## src/rtl/fetch_queue.sv

```systemverilog
// Purpose: in-order instruction fetch queue between fetch and decode, with a flush on redirect.
// Latency: an entry pushed at edge N is visible on out_* after edge N; there is no in-to-out bypass.
// Backpressure: in_ready is low only when the queue is full; a pop cannot free a slot for a push in the same cycle.
module fetch_queue #(
    parameter int          DEPTH     = 4,
    parameter logic [31:0] NOP_INSTR = 32'h0000_0013
) (
    input  logic                     clk,
    input  logic                     rst,
    input  logic                     in_valid,
    input  logic [31:0]              in_instr,
    input  logic [31:0]              in_pc,
    output logic                     in_ready,
    output logic                     out_valid,
    output logic [31:0]              out_instr,
    output logic [31:0]              out_pc,
    input  logic                     out_ready,
    input  logic                     flush,
    output logic [$clog2(DEPTH):0]   count
);

    localparam int AW = $clog2(DEPTH);
    localparam logic [AW:0]   FULL_CNT = (AW+1)'(DEPTH);
    localparam logic [AW:0]   CNT_ONE  = (AW+1)'(1);
    localparam logic [AW-1:0] PTR_ONE  = AW'(1);

    logic [31:0]   pc_mem_q    [DEPTH];
    logic [31:0]   instr_mem_q [DEPTH];
    logic [AW-1:0] rd_ptr_q, rd_ptr_d;
    logic [AW-1:0] wr_ptr_q, wr_ptr_d;
    logic [AW:0]   count_q,  count_d;
    logic          push, pop;

    // in_ready and out_valid come from count_q alone, so neither handshake
    // depends combinationally on the other side or on flush.
    assign in_ready  = (count_q < FULL_CNT);
    assign out_valid = (count_q != '0);
    assign out_instr = out_valid ? instr_mem_q[rd_ptr_q] : NOP_INSTR;
    assign out_pc    = out_valid ? pc_mem_q[rd_ptr_q]    : 32'h0;
    assign count     = count_q;

    assign push = in_valid  & in_ready  & ~flush;
    assign pop  = out_valid & out_ready & ~flush;

    always_comb begin
        rd_ptr_d = rd_ptr_q;
        wr_ptr_d = wr_ptr_q;
        count_d  = count_q;
        if (flush) begin
            rd_ptr_d = '0;
            wr_ptr_d = '0;
            count_d  = '0;
        end else begin
            if (push) wr_ptr_d = wr_ptr_q + PTR_ONE;
            if (pop)  rd_ptr_d = rd_ptr_q + PTR_ONE;
            case ({push, pop})
                2'b10:   count_d = count_q + CNT_ONE;
                2'b01:   count_d = count_q - CNT_ONE;
                default: count_d = count_q;
            endcase
        end
    end

    always_ff @(posedge clk) begin
        if (rst) begin
            rd_ptr_q <= '0;
            wr_ptr_q <= '0;
            count_q  <= '0;
        end else begin
            rd_ptr_q <= rd_ptr_d;
            wr_ptr_q <= wr_ptr_d;
            count_q  <= count_d;
        end
    end

    // Entry storage is left uninitialised; count/pointers alone define validity.
    always_ff @(posedge clk) begin
        if (push && !rst) begin
            pc_mem_q[wr_ptr_q]    <= in_pc;
            instr_mem_q[wr_ptr_q] <= in_instr;
        end
    end

endmodule

```

## config.mk

```make
export PLATFORM = sky130hd
export DESIGN_NAME = fetch_queue
export DESIGN_NICKNAME = d
export VERILOG_FILES = /design/src/rtl/fetch_queue.sv
export SDC_FILE = /design/constraint.sdc
export NUM_CORES = 1
export LEC_CHECK = 0
export CAP_MARGIN = 15
export CELL_PAD_IN_SITES_DETAIL_PLACEMENT = 1
export CELL_PAD_IN_SITES_GLOBAL_PLACEMENT = 1
export CORE_MARGIN = 3
export CORE_UTILIZATION = 51
export DETAILED_ROUTE_END_ITERATION = 8
export GPL_TIMING_DRIVEN = 0
export PLACE_DENSITY_LB_ADDON = 0.1
export SKIP_LAST_GASP = 1
export SYNTH_ARGS = -nofsm -noshare
export SYNTH_HDL_FRONTEND = slang
export SYNTH_SLANG_ARGS = --single-unit
```

## constraint.sdc

```tcl
create_clock -name clk -period 5.8 [get_ports clk]
set_input_delay 0.58 -clock clk [delete_from_list [all_inputs] [get_ports clk]]
set_output_delay 0.58 -clock clk [all_outputs]
set_load 0.02 [all_outputs]
```

Word level (Yosys, flattened, before mapping) --
Memory sizes are Yosys's and may differ from the RTL's. A register that Yosys moved wholly into a read port is not among the register bits. Cells that the tools add are included.
Storage, ports and cells: bits in writable memories 256, flip-flop bits (word level) 7, memories 2, output and inout bits 69, bits of input ports 69, logic and storage cells 31
Cells by class: $add $sub $neg 4, $lt $le $gt $ge 1, mux-type cells 9, equal/unequal tests 2, bitwise logic cells 5, reduce and logical (&&, ||, !) cells 5
Memory list:
- instr_mem_q | words 4, bits a word 32, read ports 1, clocked after memory_dff 1, write ports 1, RTL line 28 | logic [31:0] instr_mem_q [DEPTH];
- pc_mem_q | words 4, bits a word 32, read ports 1, clocked after memory_dff 1, write ports 1, RTL line 27 | logic [31:0] pc_mem_q [DEPTH];
Operators with widths (count):
- two-way mux 32 bit | 2
- two-way mux 2 bit | 4
- case mux 3 bit (2 select lines) | 1
- adder 2 x 1 -> 2 bit (second input constant) | 2
- AND 1 bit | 4
- adder 3 x 1 -> 3 bit (second input constant) | 1
- < comparator 3 bit (second input constant) | 1
- nonzero test 3 bit | 1
- subtractor 3 x 1 -> 3 bit (second input constant) | 1
- equality test 2 x 1 -> 1 bit (second input constant) | 1
- equality test 2 bit (second input constant) | 1
- two-way mux 1 bit | 2
- nonzero test 2 bit | 1
- OR reduction 2 bit | 1
- logical AND 1 bit | 1
- zero test 1 bit | 1
- inverter 1 bit | 1

Longest topological paths before layout --
word-level depth 6, depth in mapped cells 8, gate-level depth less buffers 8

Worst setup path before layout --
No wires, ideal clock.
kind input to register, start input port flush, end memory instr_mem_q[0][0] (enable), library setup time 0.429 ns, cell stages on the path 4, arrival 2.850 ns, path buffers 1, data required time 5.371 ns, path slack 2.521 ns, cells stage by stage or2_2 -> buf_2 -> nor3b_1 -> and2_1
Between the ends: word-level cells in the longest chain between the ends 5
RTL lines:
- start: declaration | RTL line 18 | input logic flush,
- inverter 1 bit | RTL line 42 | assign push = in_valid & in_ready & ~flush;
- AND 1 bit | RTL line 42
- logical AND 1 bit | RTL line 78 | if (push && !rst) begin
- two-way mux 1 bit | RTL line 78
- two-way mux 1 bit (not written as such) | RTL line 80 | instr_mem_q[wr_ptr_q] <= in_instr;
- end: declaration | RTL line 28
No other way between the ends.

Worst setup path after layout --
start register count_q[0], in the netlist count[0], end output port out_instr[25]
Between the ends: word-level cells in the longest chain between the ends 2
RTL lines:
- start: declaration | RTL line 31 | logic [AW:0] count_q, count_d;
- start signal: assignment | RTL line 72 | count_q <= count_d;
- nonzero test 3 bit | RTL line 37 | assign out_valid = (count_q != '0);
- two-way mux 32 bit | RTL line 38 | assign out_instr = out_valid ? instr_mem_q[rd_ptr_q] : NOP_INSTR;
- end: declaration | RTL line 15 | output logic [31:0] out_instr,
No other way between the ends.

==> flow_metrics.py <==
metrics = {
    "synthesis": {
        "syn_avg_cell_area_sq_um": 22.1,
        "syn_nets": 534,
        "ys_seq_area_share_pct": 77.5,
        "synth_cell_types": 27,
        "yosysWarnings": 0,
        "synth.ff_latch_count": 265,
        "synth.cell_area_sq_um": 10200,
        "postSynthCellCount": 459,
    },
    "timing": {
        "finalHoldViolCount": 0,
        "slew_viol_final": 0,
        "tns_ns": 0,
        "maxSlewHeadroom_pct": 54.6,
        "max_freq_ghz": 0.300,
        "final.period_utilization_pct": 57.4,
        "tightest_slew_ns": 0.681,
        "finalSetupViolations": 0,
        "skew_ns": 0.0105,
        "rsz0062_at_grt": "no",
        "finalCriticalPeriod_ns": 3.33,
    },
    "grt": {
        "grt_max_degree": 34,
        "grt_pass1_vias": 5684,
        "grt_util_all_layers_pct": 20.3,
        "grt_pass1_wl_microns": 33700,
        "grt_remaining_overflow": 0,
        "antenna_found_initial": 0,
    },
    "finish": {
        "area_growth_pct": 26.8,
        "diodes": 0,
        "layout.nets": 704,
        "final_util_pct": 67.3,
        "drive_above_1_share_pct": 20.2,
    },
    "detailed_routing": {
        "avgRoutedWirePerCell_microns": 23.9,
        "viasPerCell": 5.46,
        "drt_iter0_drc": 252,
        "routed-via-count": 4965,
        "wl_microns": 21700,
        "drc": 0,
        "firstDrtPassIters": 4,
        "ant_nets": 0,
    },
    "die": {
        "dieArea_sq_um": 21600,
        "fp.dieH_microns": 147,
        "rows": 50,
        "io_pins": 138,
        "initial_core_util_pct": 53.1,
        "core_sq_um": 19100,
        "fp.dieW_microns": 147,
    },
    "clock_network": {
        "clkTransAtPathRegs_ns": 0.06,
        "cts_root_buf": "clkbuf_16",
        "cts_max_level": 1,
        "cts_tree": "done",
        "clock-sinks": 265,
        "numCtsBuffers": 27,
        "postCtsSetupBuffers": 0,
        "cts_max_path_buffers": 3,
        "clk_latency_ns": 0.53,
        "ctsResizeCount": 0,
        "ctsHoldBuffers": 0,
    },
    "power_and_ir_drop": {
        "ir_worst_vdd_uv": 233,
        "p_leak_uw": 0.00405,
        "cellPowerDensity_nw_per_um2": 321,
    },
    "place": {
        "portBuffers": 137,
        "dp_hpwl_microns": 13500,
        "gp_congestion": 0.717,
    },
    "hold_path": {
        "min_path_cells": 2,
        "hold_class": "register to register",
    },
    "critical_path": {
        "critPathRequiredTime_ns": 5.22,
        "arrival_ns": 2.75,
        "r2r_cells": 8,
        "path_max_fanout": 10,
        "path_class": "register to primary output",
        "end_kind": "primary output",
        "critPathLaunchType": "register",
    },
    "outcome": {
        "status": "finished, final reports clean",
    },
    "flow_run": {
        "maxCapViolations": 0,
    },
}
-- cells by family (layout without fill, tap and decap cells) --
kind of cell,count (synthesis),count (layout),share of synthesized area [%]
DFF,265,265,77.5
and+or+nand+nor,83,83,5.01
muxes,65,65,14.3
buffers and inverters,30,220,1.76
adders and majority gates,6,6,0.813
AOI/OAI and AO/OA,6,6,0.320
xor gates and xnor gates,4,4,0.345
-- report_power, final --
group,switching [uW],internal [uW]
clock,710,1120
sequential,5.25,2120
combinational,89.8,97.1
-- path summary, 6_finish.rpt --
path	slack (ns)	from	endpoint
max	2.47	count[0]	out_instr[25]
min reg2reg	0.56	rd_ptr_q[0]	rd_ptr_q[0]
min	0.56	rd_ptr_q[0]	rd_ptr_q[0]
max reg2reg	3.62	count[2]	count[2]
-- metal layers --
metal  track usage (%)  vias up  wire [microns]
met5                 0        -               0
met4              5.78        0             478
met2              35.9      127           11400
met1              26.6     2612            8970
met3              2.99       39             931
li1                  -     2187               -
-- stage by stage --
step           setup WS (ns)  hold slack (ns)  cells  power, uW  instance area, sq um
6_report                2.47            0.557    909       4130                 12900
5_1_grt                 2.33            0.580    909       4270                 12900
4_1_cts                 2.42            0.554    909       4180                 12900
3_5_place_dp            2.53            0.528    860       2350                 11900
3_3_place_gp           0.674            0.478    856       2340                 11900
2_1_floorplan           2.52            0.459    459       2230                 10200
-- sequential cells by signal (all words and copies together) (netlist names), named ones only --
register     cells
count            3
instr_mem_q    128
pc_mem_q       128
rd_ptr_q         2
wr_ptr_q         2
-- critical path, cell delays in order, from the launching register on --
cell and delay [ns]:
dfxtp_1 0.36, nor3_2 0.31, buf_4 0.26, clkbuf_1 0.55
nor2b_1 0.16, clkdlybuf4s50_1 0.58
-- cell usage after synthesis --
library cell | n | area share, %
a21oi_1 | 3 | 0.15
and2_1 | 4 | 0.25
and2b_1 | 5 | 0.37
buf_2 | 7 | 0.34
buf_4 | 1 | 0.074
buf_6 | 7 | 0.78
clkbuf_1 | 6 | 0.22
clkbuf_2 | 1 | 0.049
dfxtp_1 | 9 | 1.8
edfxtp_1 | 256 | 76
fa_1 | 1 | 0.20
ha_1 | 5 | 0.62
inv_1 | 8 | 0.30
mux2i_1 | 1 | 0.099
mux4_2 | 64 | 14
nand2_1 | 1 | 0.037
nor2_1 | 8 | 0.30
nor2b_1 | 56 | 3.4
nor3_2 | 1 | 0.099
nor3b_1 | 2 | 0.15
o21ai_0 | 2 | 0.099
o31ai_1 | 1 | 0.074
or2_1 | 3 | 0.18
or2_2 | 1 | 0.062
or3_1 | 2 | 0.12
xnor2_1 | 1 | 0.086
xor2_1 | 3 | 0.26
-- area by class of cell --
| type | instances | area, sq um |
|---|---|---|
| inverters | 8 | 30.0 |
| repair buffers | 141 | 1450 |
| well taps | 260 | 325 |
| plain buffers | 22 | 149 |
| clock inverters | 21 | 255 |
| fillers | 1547 | 6260 |
| flip-flops and latches | 265 | 7870 |
| multi-input cells | 164 | 2120 |
| clock buffers | 28 | 679 |
-- cells in the final DEF, fill, tap and decap left out, types with 2 or more instances in the layout --
cell,netlist,routed
clkdlybuf4s50_1,0,137
o21ai_0,2,2
clkinv_2,0,6
buf_6,7,7
clkbuf_1,6,7
ha_1,5,5
and2b_1,5,5
xor2_1,3,3
nor2b_1,56,56
inv_1,8,8
edfxtp_1,256,256
clkinv_1,0,7
a21oi_1,3,3
buf_2,7,7
or2_1,3,3
or3_1,2,2
buf_12,0,4
mux4_2,64,64
clkbuf_16,0,27
dfxtp_1,9,9
nor3b_1,2,2
bufinv_16,0,6
and2_4,0,4
nor2_1,8,8
(Power assumes the default switching activity.)
